File: config.mk
export PLATFORM = sky130hd
export DESIGN_NAME = breath_led
export DESIGN_NICKNAME = d
export VERILOG_FILES = /design/src/rtl/breath_led.sv
export SDC_FILE = /design/constraint.sdc
export NUM_CORES = 1
export LEC_CHECK = 0
export BUFFER_PORTS_ARGS = -buffer_cell sky130_fd_sc_hd__buf_2
export CORE_MARGIN = 5
export CORE_UTILIZATION = 50
export DETAILED_ROUTE_END_ITERATION = 12
export PLACE_DENSITY_LB_ADDON = 0.08
export SETUP_SLACK_MARGIN = 0.2
export SYNTH_ARGS = -nofsm -noshare
export SYNTH_HDL_FRONTEND = slang
export SYNTH_SLANG_ARGS = --single-unit
File: constraint.sdc
create_clock -name sys_clk -period 1.9 [get_ports sys_clk]
set_clock_uncertainty 0.05 [all_clocks]
set_input_delay 0.19 -clock sys_clk [delete_from_list [all_inputs] [get_ports sys_clk]]
set_output_delay 0.19 -clock sys_clk [all_outputs]
set_load 0.02 [all_outputs]
File: src/rtl/breath_led.sv
// Breathing LED: a PWM whose duty ramps up over one slow period and down over the next.
// Three cascaded counters (base tick, PWM window, ramp step) plus a direction bit drive a registered compare.
module breath_led #(
    parameter logic [6:0] CNT_2US_MAX = 7'd100,
    parameter logic [9:0] CNT_2MS_MAX = 10'd1000,
    parameter logic [9:0] CNT_2S_MAX  = 10'd1000
) (
    input  logic sys_clk,
    input  logic sys_rst_n,
    output logic led
);

    logic [6:0] r_cnt_us;
    logic [9:0] r_cnt_ms;
    logic [9:0] r_cnt_s;
    logic       r_dir;
    logic       r_led;

    logic       w_tick_us;
    logic       w_tick_ms;
    logic       w_tick_s;
    logic       w_led_nxt;

    assign w_tick_us = (r_cnt_us == CNT_2US_MAX - 7'd1);
    assign w_tick_ms = w_tick_us && (r_cnt_ms == CNT_2MS_MAX - 10'd1);
    assign w_tick_s  = w_tick_ms && (r_cnt_s == CNT_2S_MAX - 10'd1);

    // Duty is cnt_s/CNT_2MS_MAX while brightening and its complement while dimming.
    assign w_led_nxt = r_dir ? (r_cnt_ms >= r_cnt_s) : (r_cnt_ms < r_cnt_s);

    // sys_rst_n is active-high despite its name.
    always_ff @(posedge sys_clk) begin
        if (sys_rst_n) begin
            r_cnt_us <= 7'd0;
            r_cnt_ms <= 10'd0;
            r_cnt_s  <= 10'd0;
            r_dir    <= 1'b0;
            r_led    <= 1'b0;
        end else begin
            r_cnt_us <= w_tick_us ? 7'd0 : r_cnt_us + 7'd1;

            if (w_tick_ms)
                r_cnt_ms <= 10'd0;
            else if (w_tick_us)
                r_cnt_ms <= r_cnt_ms + 10'd1;

            if (w_tick_s)
                r_cnt_s <= 10'd0;
            else if (w_tick_ms)
                r_cnt_s <= r_cnt_s + 10'd1;

            if (w_tick_s)
                r_dir <= ~r_dir;

            r_led <= w_led_nxt;
        end
    end

    assign led = r_led;

endmodule

==> qor.yml, run 1 <==
end_kind: "flip-flop"
cellPowerDensity_nw_per_um2: 489.9
fin_nets: 237
synth_cell_types: 38
synth-xor-area-share_pct: 9.385
die_w_um: 66.33
tightest_slew_ns: 0.3794
start_kind: "flip-flop"
synth_top_family_by_area: "simple AND/OR/NAND/NOR gates"
place_inst: 252
first_global_vias: 1357
synth_compound_area_share_pct: 8.123
fp.dieH_um: 66.33
synth.net_count: 205
holdBufCountCts: 0
cp.required_ns: 2.07
synth_fa_ha_area_share_pct: 10.25
fmax_ghz: 0.5130
min_path_type: "input pin to flip-flop"
clock_latency_ns: 0.34
nFillCells: 243
period_needed_ns: 1.949
ys_top_cells_by_count: "dfxtp_1, nor2_1, a21oi_1, ha_1, inv_1"
stdcell_count: 266
initial_core_util_pct: 51.97
hold_depth: 2
synth_mux_area_share_pct: 1.341
p_int_uw: 799.9
ant_nets: 0
place.gp.congestion: 0.8855
via_per_inst: 5.523
reg2reg_depth: 7
worstHoldStart: "sys_rst_n"
cp_max_fo: 2
power_frac_comb_pct: 2.8
path_clk_slew_ns: 0.08
worstReg2RegStart: "r_cnt_s[1]"
track_usage_pct: 18.58
area_growth_pct: 32.89
io_buffer_count: 2
vdd_drop_max_uv: 461.9
syn-cell-area_um2: 1587
grt_first_pass_wirelength_mm: 6.120
finalCritPeriodShare_pct: 102.6
final_hold_viol_count: 0
drt-pass1-iter-count: 4
rsz0062_at_grt: "true"
p_seq_share_pct: 59.9
setup_viol: 1
vias: 1469
htreeDepth: 2
cts-root-buf: "clkbuf_4"
p_sw_share_pct: 22.54
antenna_cells: 0
switchingPower_uw: 232.8
drt-initial-drc-count: 101
outcome: "finished, violations left"
synth_warnings: 0
core_um2: 3053
layout-drive-gt1-share_pct: 34.23
avgRoutedWirePerCell_um: 14.43
drc: 0
synth_seq_area_share_pct: 36.59
cts_tree: "done"
slew-limit-headroom_pct: 74.71
p_clk_share_pct: 37.3
gr-total-overflow: 0
numClockSinks: 29
violations: "setup timing"
synthCells: 190
drv_cap: 0
hold-worst-slack_ns: 0.1675
crit_start: "r_cnt_s[1]"
syn_avg_cell_area_um2: 8.350
cts_buffer_depth: 2
critPathArrivalTime_ns: 2.12
synthFlopType: "dfxtp_1"
yosysTopAreaCell: "dfxtp_1"
async_flop_share_pct: 0
dpl.hpwl_mm: 2.532
synth_edf_count: 0
row_count: 20
die-area_um2: 4400
io_pins: 3
utilization_pct: 69.06
totalWireLength_mm: 3.839
synth_simple_gate_area_share_pct: 29.73
p_leak_nw: 0.8309
ys_top_cells_by_area: "dfxtp_1, ha_1, nor2_1"
grt_max_degree: 18
cts_buffers: 5
synth_top_area_share_pct: 36.59
synth-seq-cells: 29
antenna_found_initial: 0
critical_path_class: "flip-flop to flip-flop"
finalMaxSlewViolations: 0
worst_slack_ns: -0.04949
what timing repair did:
item | 4_1_cts | 5_1_grt
setup endpoints to repair | 19 | 29
setup buffers | 3 | 3
cloned | 1 | 0
pin swaps | 6 | 15
gates resized for setup | 10 | 34
endpoints found under the hold margin | 0 | 0
through the flow:
step / power, mW / worst slack, ns / TNS, ns / cell area (um^2)
after global routing: 1.079 / -0.1111 / -0.3253 / 2108
after global placement: 0.6575 / -0.06018 / -0.06018 / 1833
after floorplan: 0.6539 / 0.06189 / 0 / 1647
final: 1.033 / -0.04949 / -0.04949 / 2108
after CTS: 1.042 / -0.01545 / -0.03053 / 1954
after detailed placement: 0.6590 / -0.02712 / -0.05792 / 1833
registers in the layout, summed over array words and instances (netlist names):
name      flops
led           1
r_cnt_ms     10
r_cnt_s      10
r_cnt_us      7
r_dir         1
layout by cell type (no fill, tap or decap), types with 2 or more instances in the layout:
cell type  synthesis  routed
inv_1             12      12
nand4_1            7       7
nor3_1             3       3
nor4_4             0       2
dfxtp_1           29      19
nand2_1           11       7
and4_1             3       3
a21oi_1           13      11
dfxtp_2            0      10
and3_2             2       2
o31ai_1            2       2
o21ai_0            5       4
ha_4               0       3
xnor2_1           10       9
nor2b_1            3       3
or3_4              0       2
or2_2              2       2
nand3_1            8       7
xor2_1             7       7
buf_6              0       5
ha_1              13      10
nand3b_1           2       2
and3_1             2       2
nand2_2            0       3
nor2_1            29      29
buf_4              1      22
or3_1              3       2
clkbuf_4           0       5
buf_2              1       2
logic make-up (layout without fill, tap and decap cells):
logic type | count (synthesis) | in the layout
and+or+nand+nor | 88 | 89
DFF | 29 | 29
AOI/OAI and AO/OA | 23 | 23
buffers and inverters | 18 | 49
xor gates and xnor gates | 17 | 17
adders and majority gates | 13 | 13
muxes | 2 | 2
critical path: stages, from the launching register on:
cell and delay [ns]:
dfxtp_2 0.34, inv_1 0.08, ha_1 0.31, a21oi_1 0.19
nor3_1 0.10, nor4_2 0.29, buf_4 0.17, mux2_2 0.31
path summary, 6_finish.rpt:
check	slack, ns	to
worst min register to register	0.45	r_cnt_s[0]
worst min-delay path	0.17	r_cnt_s[1]
worst max-delay path	-0.05	led
worst max register to register	-0.05	led
power groups by stage:
stage / Sequential, mW / Clock [mW] / Combinational, mW
floorplan: 0.633 / 0 / 0.0214
global placement: 0.633 / 0 / 0.0246
detailed placement: 0.633 / 0 / 0.0256
CTS: 0.619 / 0.394 / 0.0286
global route: 0.619 / 0.427 / 0.0326
finish: 0.619 / 0.386 / 0.0286
layout make-up:
type,count,area [um^2],share of cell area (%)
inverter,12,45.04,2.137
sequential,29,593.1,28.13
multi-input combinational,144,1114,52.82
clock buffer,7,55.05,2.611
timing repair buffer,30,246.5,11.69
tap,44,55.05,2.611
routing by layer:
metal,GRT usage [%],part of all wire [%]
met1,23.32,43
met2,29.00,50
met3,5.782,4.4
met4,8.122,2.5
met5,0,0
(Power assumes the default switching activity.)
==> run 2: changes to the inputs <==
--- a/config.mk
+++ b/config.mk
@@ -8,6 +8,7 @@
 export BUFFER_PORTS_ARGS = -buffer_cell sky130_fd_sc_hd__buf_2
 export CORE_MARGIN = 5
 export CORE_UTILIZATION = 50
+export CTS_BUF_LIST = sky130_fd_sc_hd__clkbuf_8
 export DETAILED_ROUTE_END_ITERATION = 12
 export PLACE_DENSITY_LB_ADDON = 0.08
 export SETUP_SLACK_MARGIN = 0.2
==> run 2 against run 1 <==
  * The flow still finishes with violations (setup timing)
  * Core utilization rose by 0.57 points
  * Clock power up 30%
  * Count of clock-buffer cells in the layout is 1 lower
  * Sequential power about the same
  * Critical path type unchanged
==> qor.yml, run 2 (synthesis gave the netlist of run 1 again) <==
outcome: "finished, violations left"
violations: "setup timing"
fp.dieH_um: 66.33  # unchanged
cp.required_ns: 2.02  # -0.05 ns
ant_nets: 0  # unchanged
worstHoldStart: "sys_rst_n"
fmax_ghz: 0.5115  # -0.28%
p_leak_nw: 0.8073  # -2.8%
hold_depth: 2  # unchanged
row_count: 20  # unchanged
power_mw: 1.148  # +11%
setup_viol: 3  # +2
drt-pass1-iter-count: 4  # unchanged
hold_end: "r_cnt_s[1]"
switchingPower_uw: 241.8  # +3.9%
end_kind: "flip-flop"
vias: 1470  # +0.068%
core_um2: 3053  # unchanged
reg2reg_depth: 7  # unchanged
finalMaxSlewViolations: 0  # unchanged
critPathBufInv: 2  # unchanged
drv_cap: 0  # unchanged
layout-drive-gt1-share_pct: 34.68  # +0.45 points
die_w_um: 66.33  # unchanged
cp_slowest_cell: "nor3_1"
p_int_uw: 906.3  # +13%
finalCritPeriodShare_pct: 102.9  # +0.29 points
grt_first_pass_wirelength_mm: 6.044  # -1.2%
power_frac_comb_pct: 2.5  # -0.3 points
start_kind: "flip-flop"
dpl.hpwl_mm: 2.532  # unchanged
min_path_type: "input pin to flip-flop"
antenna_cells: 0  # unchanged
critPathArrivalTime_ns: 2.07  # -0.05 ns
drc: 0  # unchanged
vdd_drop_max_uv: 466.3  # +0.93%
crit_path_max_incr_delay_ns: 0.39  # +0.05 ns
track_usage_pct: 18.22  # -0.35 points
io_pins: 3  # unchanged
path_clk_slew_ns: 0.06  # -0.02 ns
p_clk_share_pct: 43.7  # +6.4 points
die-area_um2: 4400  # unchanged
gr-total-overflow: 0  # unchanged
layout_commonest_cell: "nor2_1"
initial_core_util_pct: 51.97  # unchanged
via_per_inst: 5.526  # about the same
antenna_found_initial: 0  # unchanged
regArea_um2: 596.8  # +0.63%
rrSetupSlack_ns: -0.05  # about the same
final_hold_viol_count: 0  # unchanged
cts-root-buf: "clkbuf_8"
slew-limit-headroom_pct: 76.04  # +1.3 points
mostFrequentLayoutCells: "nor2_1, buf_4, dfxtp_1, inv_1, a21oi_1"
cellPowerDensity_nw_per_um2: 540.1  # +10%
cts_tree: "done"
place_ws_ns: -0.02712  # unchanged
critical_path_class: "flip-flop to flip-flop"
rsz0062_at_grt: "true"
p_sw_share_pct: 21.06  # -1.5 points
nFillCells: 236  # -2.9%
cts_buffers: 5  # unchanged
tightest_slew_ns: 0.3561  # -0.02332 ns
r2r_end: "led"
p_seq_share_pct: 53.8  # -6.1 points
avgRoutedWirePerCell_um: 14.75  # +2.2%
worstReg2RegStart: "r_cnt_s[7]"
critPathTopFamily: "simple AND/OR/NAND/NOR gates"
numClockSinks: 29  # unchanged
holdBufCountCts: 0  # unchanged
grt_max_degree: 18  # unchanged
cp_max_fo: 3  # +1
period_needed_ns: 1.955  # +0.005451 ns
cts_buffer_depth: 2  # unchanged
io_buffer_count: 2  # unchanged
htreeDepth: 2  # unchanged
clock_latency_ns: 0.28  # -0.06 ns
worst_slack_ns: -0.05494  # -0.005451 ns
place.gp.congestion: 0.8855  # unchanged
multi_input_area_um2: 1104  # -0.90%
crit_chain: "inv_1, ha_4, nand4_1, nor3_1, nor4_2, buf_4, mux2_2"
largest_registers: "r_cnt_ms: 10 flops, r_cnt_s: 10 flops, r_cnt_us: 7 flops"
totalWireLength_mm: 3.924  # +2.2%
drt-initial-drc-count: 93  # -7.9%
fin_nets: 237  # unchanged
first_global_vias: 1361  # +0.29%
area_growth_pct: 33.99
==> run 2: per-layer routing <==
metal	track usage, %	vias to the layer above	wire length [um]
met4	7.107	0	87
met1	23.42	706	1819
met5	0	-	0
li1	-	727	-
met3	5.272	10	142
met2	28.50	27	1875
==> run 2: area by class of cell <==
| class | instances | share of cell area [%] |
|---|---|---|
| clock buffers | 6 | 3.885 |
| clock inverters | 1 | 0.1766 |
| inverters | 12 | 2.119 |
| multi-input cells | 144 | 51.91 |
| flip-flops and latches | 29 | 28.08 |
| well taps | 44 | 2.590 |
| repair buffers | 30 | 11.24 |
==> run 2: repair_timing <==
item                                    in CTS  in global routing
gates cloned                                 1                  0
pin swaps                                    6                 13
gates resized for setup                      9                 34
setup buffers                                3                  3
endpoints found under the setup margin      17                 29
hold endpoints to repair                     0                  0
==> run 2: worst max-delay path by stage <==
stage / endpoint / from / depth (start not counted)
after detailed placement: r_cnt_s[3] / r_cnt_ms[7] / 5
after global placement: led / r_cnt_s[3] / 8
after global routing: led / r_cnt_s[8] / 7
final: led / r_cnt_s[7] / 7
after CTS: r_cnt_s[3] / r_cnt_us[1] / 6
after floorplan: r_cnt_s[3] / r_cnt_us[1] / 6
==> run 2: per-stage QoR <==
step	cell area, um^2	cells	TNS, ns	hold slack [ns]	utilization (%)
after CTS	1982	263	-0.01121	0.2295	64.92
after global routing	2126	266	-0.3808	0.2582	69.63
after global placement	1833	252	-0.06018	0.3725	60.04
after detailed placement	1833	252	-0.05792	0.3839	60.04
final	2126	266	-0.07234	0.2349	69.63
after floorplan	1647	190	0	0.3399	-
==> run 2: worst reg2reg max path, cell delays in order (launching register included) <==
cell	delay [ns]
dfxtp_1	0.35
inv_1	0.09
ha_4	0.28
nand4_1	0.19
nor3_1	0.39
nor4_2	0.09
buf_4	0.14
mux2_2	0.25
==> run 2: power groups by stage <==
stage               Combinational, mW  Clock (mW)  Sequential (mW)
floorplan                      0.0214           0            0.633
CTS                            0.0287       0.508            0.620
global route                   0.0328       0.535            0.618
detailed placement             0.0256           0            0.633
finish                         0.0286       0.501            0.618
global placement               0.0246           0            0.633
==> run 3: changes to the inputs <==
--- a/config.mk
+++ b/config.mk
@@ -6,11 +6,10 @@
 export NUM_CORES = 1
 export LEC_CHECK = 0
 export BUFFER_PORTS_ARGS = -buffer_cell sky130_fd_sc_hd__buf_2
-export CORE_MARGIN = 5
 export CORE_UTILIZATION = 50
 export CTS_BUF_LIST = sky130_fd_sc_hd__clkbuf_8
 export DETAILED_ROUTE_END_ITERATION = 12
-export PLACE_DENSITY_LB_ADDON = 0.08
+export PLACE_DENSITY = 0.72
 export SETUP_SLACK_MARGIN = 0.2
 export SYNTH_ARGS = -nofsm -noshare
 export SYNTH_HDL_FRONTEND = slang
==> constraint.sdc (replaced) <==
create_clock -name sys_clk -period 1.6 [get_ports sys_clk]
set_clock_uncertainty 0.05 [all_clocks]
set_input_delay 0.16 -clock sys_clk [delete_from_list [all_inputs] [get_ports sys_clk]]
set_output_delay 0.16 -clock sys_clk [all_outputs]
set_load 0.02 [all_outputs]
==> run 3 against run 2 <==
  * The flow still finishes with violations (setup timing)
  * Die area fell by 23%
  * Sequential cell count did not move
  * Final cell count rose by 13%
  * Sequential share of layout area fell by 4.4 points
  * Fmax barely moved
  * Critical path type unchanged
  * Highest routed layer unchanged
==> qor.yml, run 3 (synthesis gave the netlist of run 1 again) <==
die_w_um: 58.33  # -12%
htreeDepth: 2  # unchanged
io_pins: 3  # unchanged
numClockSinks: 29  # unchanged
period_needed_ns: 1.955  # -0.0001245 ns
placed_area_um2: 2074  # +13%
cts-root-buf: "clkbuf_8"
antenna_found_initial: 0  # unchanged
power_mw: 1.716  # +49%
critical_path_class: "flip-flop to flip-flop"
mostFrequentLayoutCells: "buf_4, nor2_1, dfxtp_1, dfxtp_2"
layout_commonest_cell: "buf_4"
cts_tree: "done"
start_kind: "flip-flop"
antenna_cells: 0  # unchanged
min_path_type: "input pin to flip-flop"
stdcell_count: 301  # +13%
cts_buffer_depth: 2  # unchanged
finalMaxSlewViolations: 0  # unchanged
fmax_ghz: 0.5116  # about the same
utilization_pct: 83.26  # +14 points
area_growth_pct: 58.91
worst_slack_ns: -0.3548  # -0.2999 ns
largest_registers: "r_cnt_ms: 10 flops, r_cnt_s: 10 flops, r_cnt_us: 7 flops"
tightest_slew_ns: 0.3653  # +0.009265 ns
outcome: "finished, violations left"
critPathArrivalTime_ns: 2.10  # +0.03 ns
vdd_drop_max_uv: 583.9  # +25%
drc: 0  # unchanged
drt-initial-drc-count: 139  # +49%
cellPowerDensity_nw_per_um2: 680.6  # +26%
final_area_um2: 2521  # +19%
layout-drive-gt1-share_pct: 50.19  # +16 points
totalWireLength_mm: 5.403  # +38%
row_count: 20  # unchanged
cp.required_ns: 1.74  # -0.28 ns
avgRoutedWirePerCell_um: 17.95  # +22%
ant_nets: 0  # unchanged
crit_path_max_incr_delay_ns: 0.43  # +0.04 ns
io_buffer_count: 2  # unchanged
violations: "setup timing"
end_kind: "flip-flop"
rsz0062_at_grt: "true"
die-area_um2: 3402  # -23%
tns_ns: -2.744  # -2.672 ns
core_um2: 3028  # -0.82%
crit_chain: "ha_4, a21o_1, nand3_1, a21oi_1, nor4_2, buf_4, mux2_2"
slew-limit-headroom_pct: 75.64  # -0.40 points
via_per_inst: 5.714  # +3.4%
cp_max_fo: 3  # unchanged
holdBufCountCts: 0  # unchanged
fin_nets: 271  # +14%
path_clk_slew_ns: 0.07  # about the same
clock_latency_ns: 0.30  # +0.02 ns
rrSetupSlack_ns: -0.35  # -0.30 ns
dpl.hpwl_mm: 3.092  # +22%
p_leak_nw: 1.038  # +29%
drt-pass1-iter-count: 4  # unchanged
cp_slowest_cell: "dfxtp_1"
initial_core_util_pct: 52.40  # +0.43 points
final_hold_viol_count: 0  # unchanged
place.gp.congestion: 0.8806  # -0.55%
place_inst: 284  # +13%
finalCritPeriodShare_pct: 122.2  # +19 points
vias: 1720  # +17%
drv_cap: 0  # unchanged
cts_buffers: 5  # unchanged
grt_first_pass_wirelength_mm: 7.700  # +27%
gr-total-overflow: 0  # unchanged
track_usage_pct: 30.52  # +12 points
fp.dieH_um: 58.33  # -12%
grt_max_degree: 18  # unchanged
setup_viol: 26  # +23
first_global_vias: 1675  # +23%
-- run 3: final cells by class --
cell class              instances  area (um^2)
multi-input cells             143         1174
repair buffers                 65        516.7
inverters                      12        45.04
clock inverters                 3        65.06
clock buffers                   5        68.82
well taps                      44        55.05
fillers                       156        506.7
flip-flops and latches         29        596.8
-- run 3: final timing paths --
check / depth (start not counted) / startpoint / to
setup / recovery: 7 / r_cnt_ms[3] / led
hold / removal: 2 / sys_rst_n / r_cnt_s[2]
hold reg to reg: 2 / r_cnt_s[7] / r_cnt_s[7]
setup reg to reg: 7 / r_cnt_ms[3] / led
-- run 3: timing repair --
item / CTS / global route
setup buffers: 4 / 5
gates resized for setup: 22 / 36
endpoints found under the setup margin: 29 / 29
pin swaps: 13 / 25
cloned: 0 / 0
-- run 3: critical path, delay by kind of cell, from the launching register on --
| kind | cells | cell delay, ns |
|---|---|---|
| buffers and inverters | 1 | 0.17 |
| flip-flops | 1 | 0.43 |
| AND/OR/NAND/NOR | 2 | 0.35 |
| multiplexers | 1 | 0.31 |
| adder cells (fa/ha/maj) | 1 | 0.25 |
| AO/OA/AOI/OAI | 2 | 0.27 |
-- run 3: layer usage --
layer / vias up / track usage (%) / wire [um]
met3: 33 / 7.912 / 232
met5: - / 0 / 0
li1: 791 / - / -
met4: 0 / 18.71 / 345
met1: 826 / 32.28 / 2070
met2: 70 / 54.19 / 2754
-- run 3: where the power goes --
| group | leakage [nW] | total (mW) | switching (mW) | internal, mW |
|---|---|---|---|---|
| combinational | 0.730 | 0.0459 | 0.0259 | 0.0200 |
| clock | 0.0681 | 0.935 | 0.317 | 0.618 |
| sequential | 0.240 | 0.735 | 0.00571 | 0.729 |
| total | 1.04 | 1.72 | 0.349 | 1.37 |
-- run 3: metrics by stage --
step	setup WS, ns	hold slack [ns]
2_1_floorplan	-0.2369	0.3099
3_3_place_gp	-0.3543	0.4414
3_5_place_dp	-0.3597	0.4458
4_1_cts	-0.3128	0.1768
5_1_grt	-0.3815	0.2139
6_report	-0.3548	0.1981
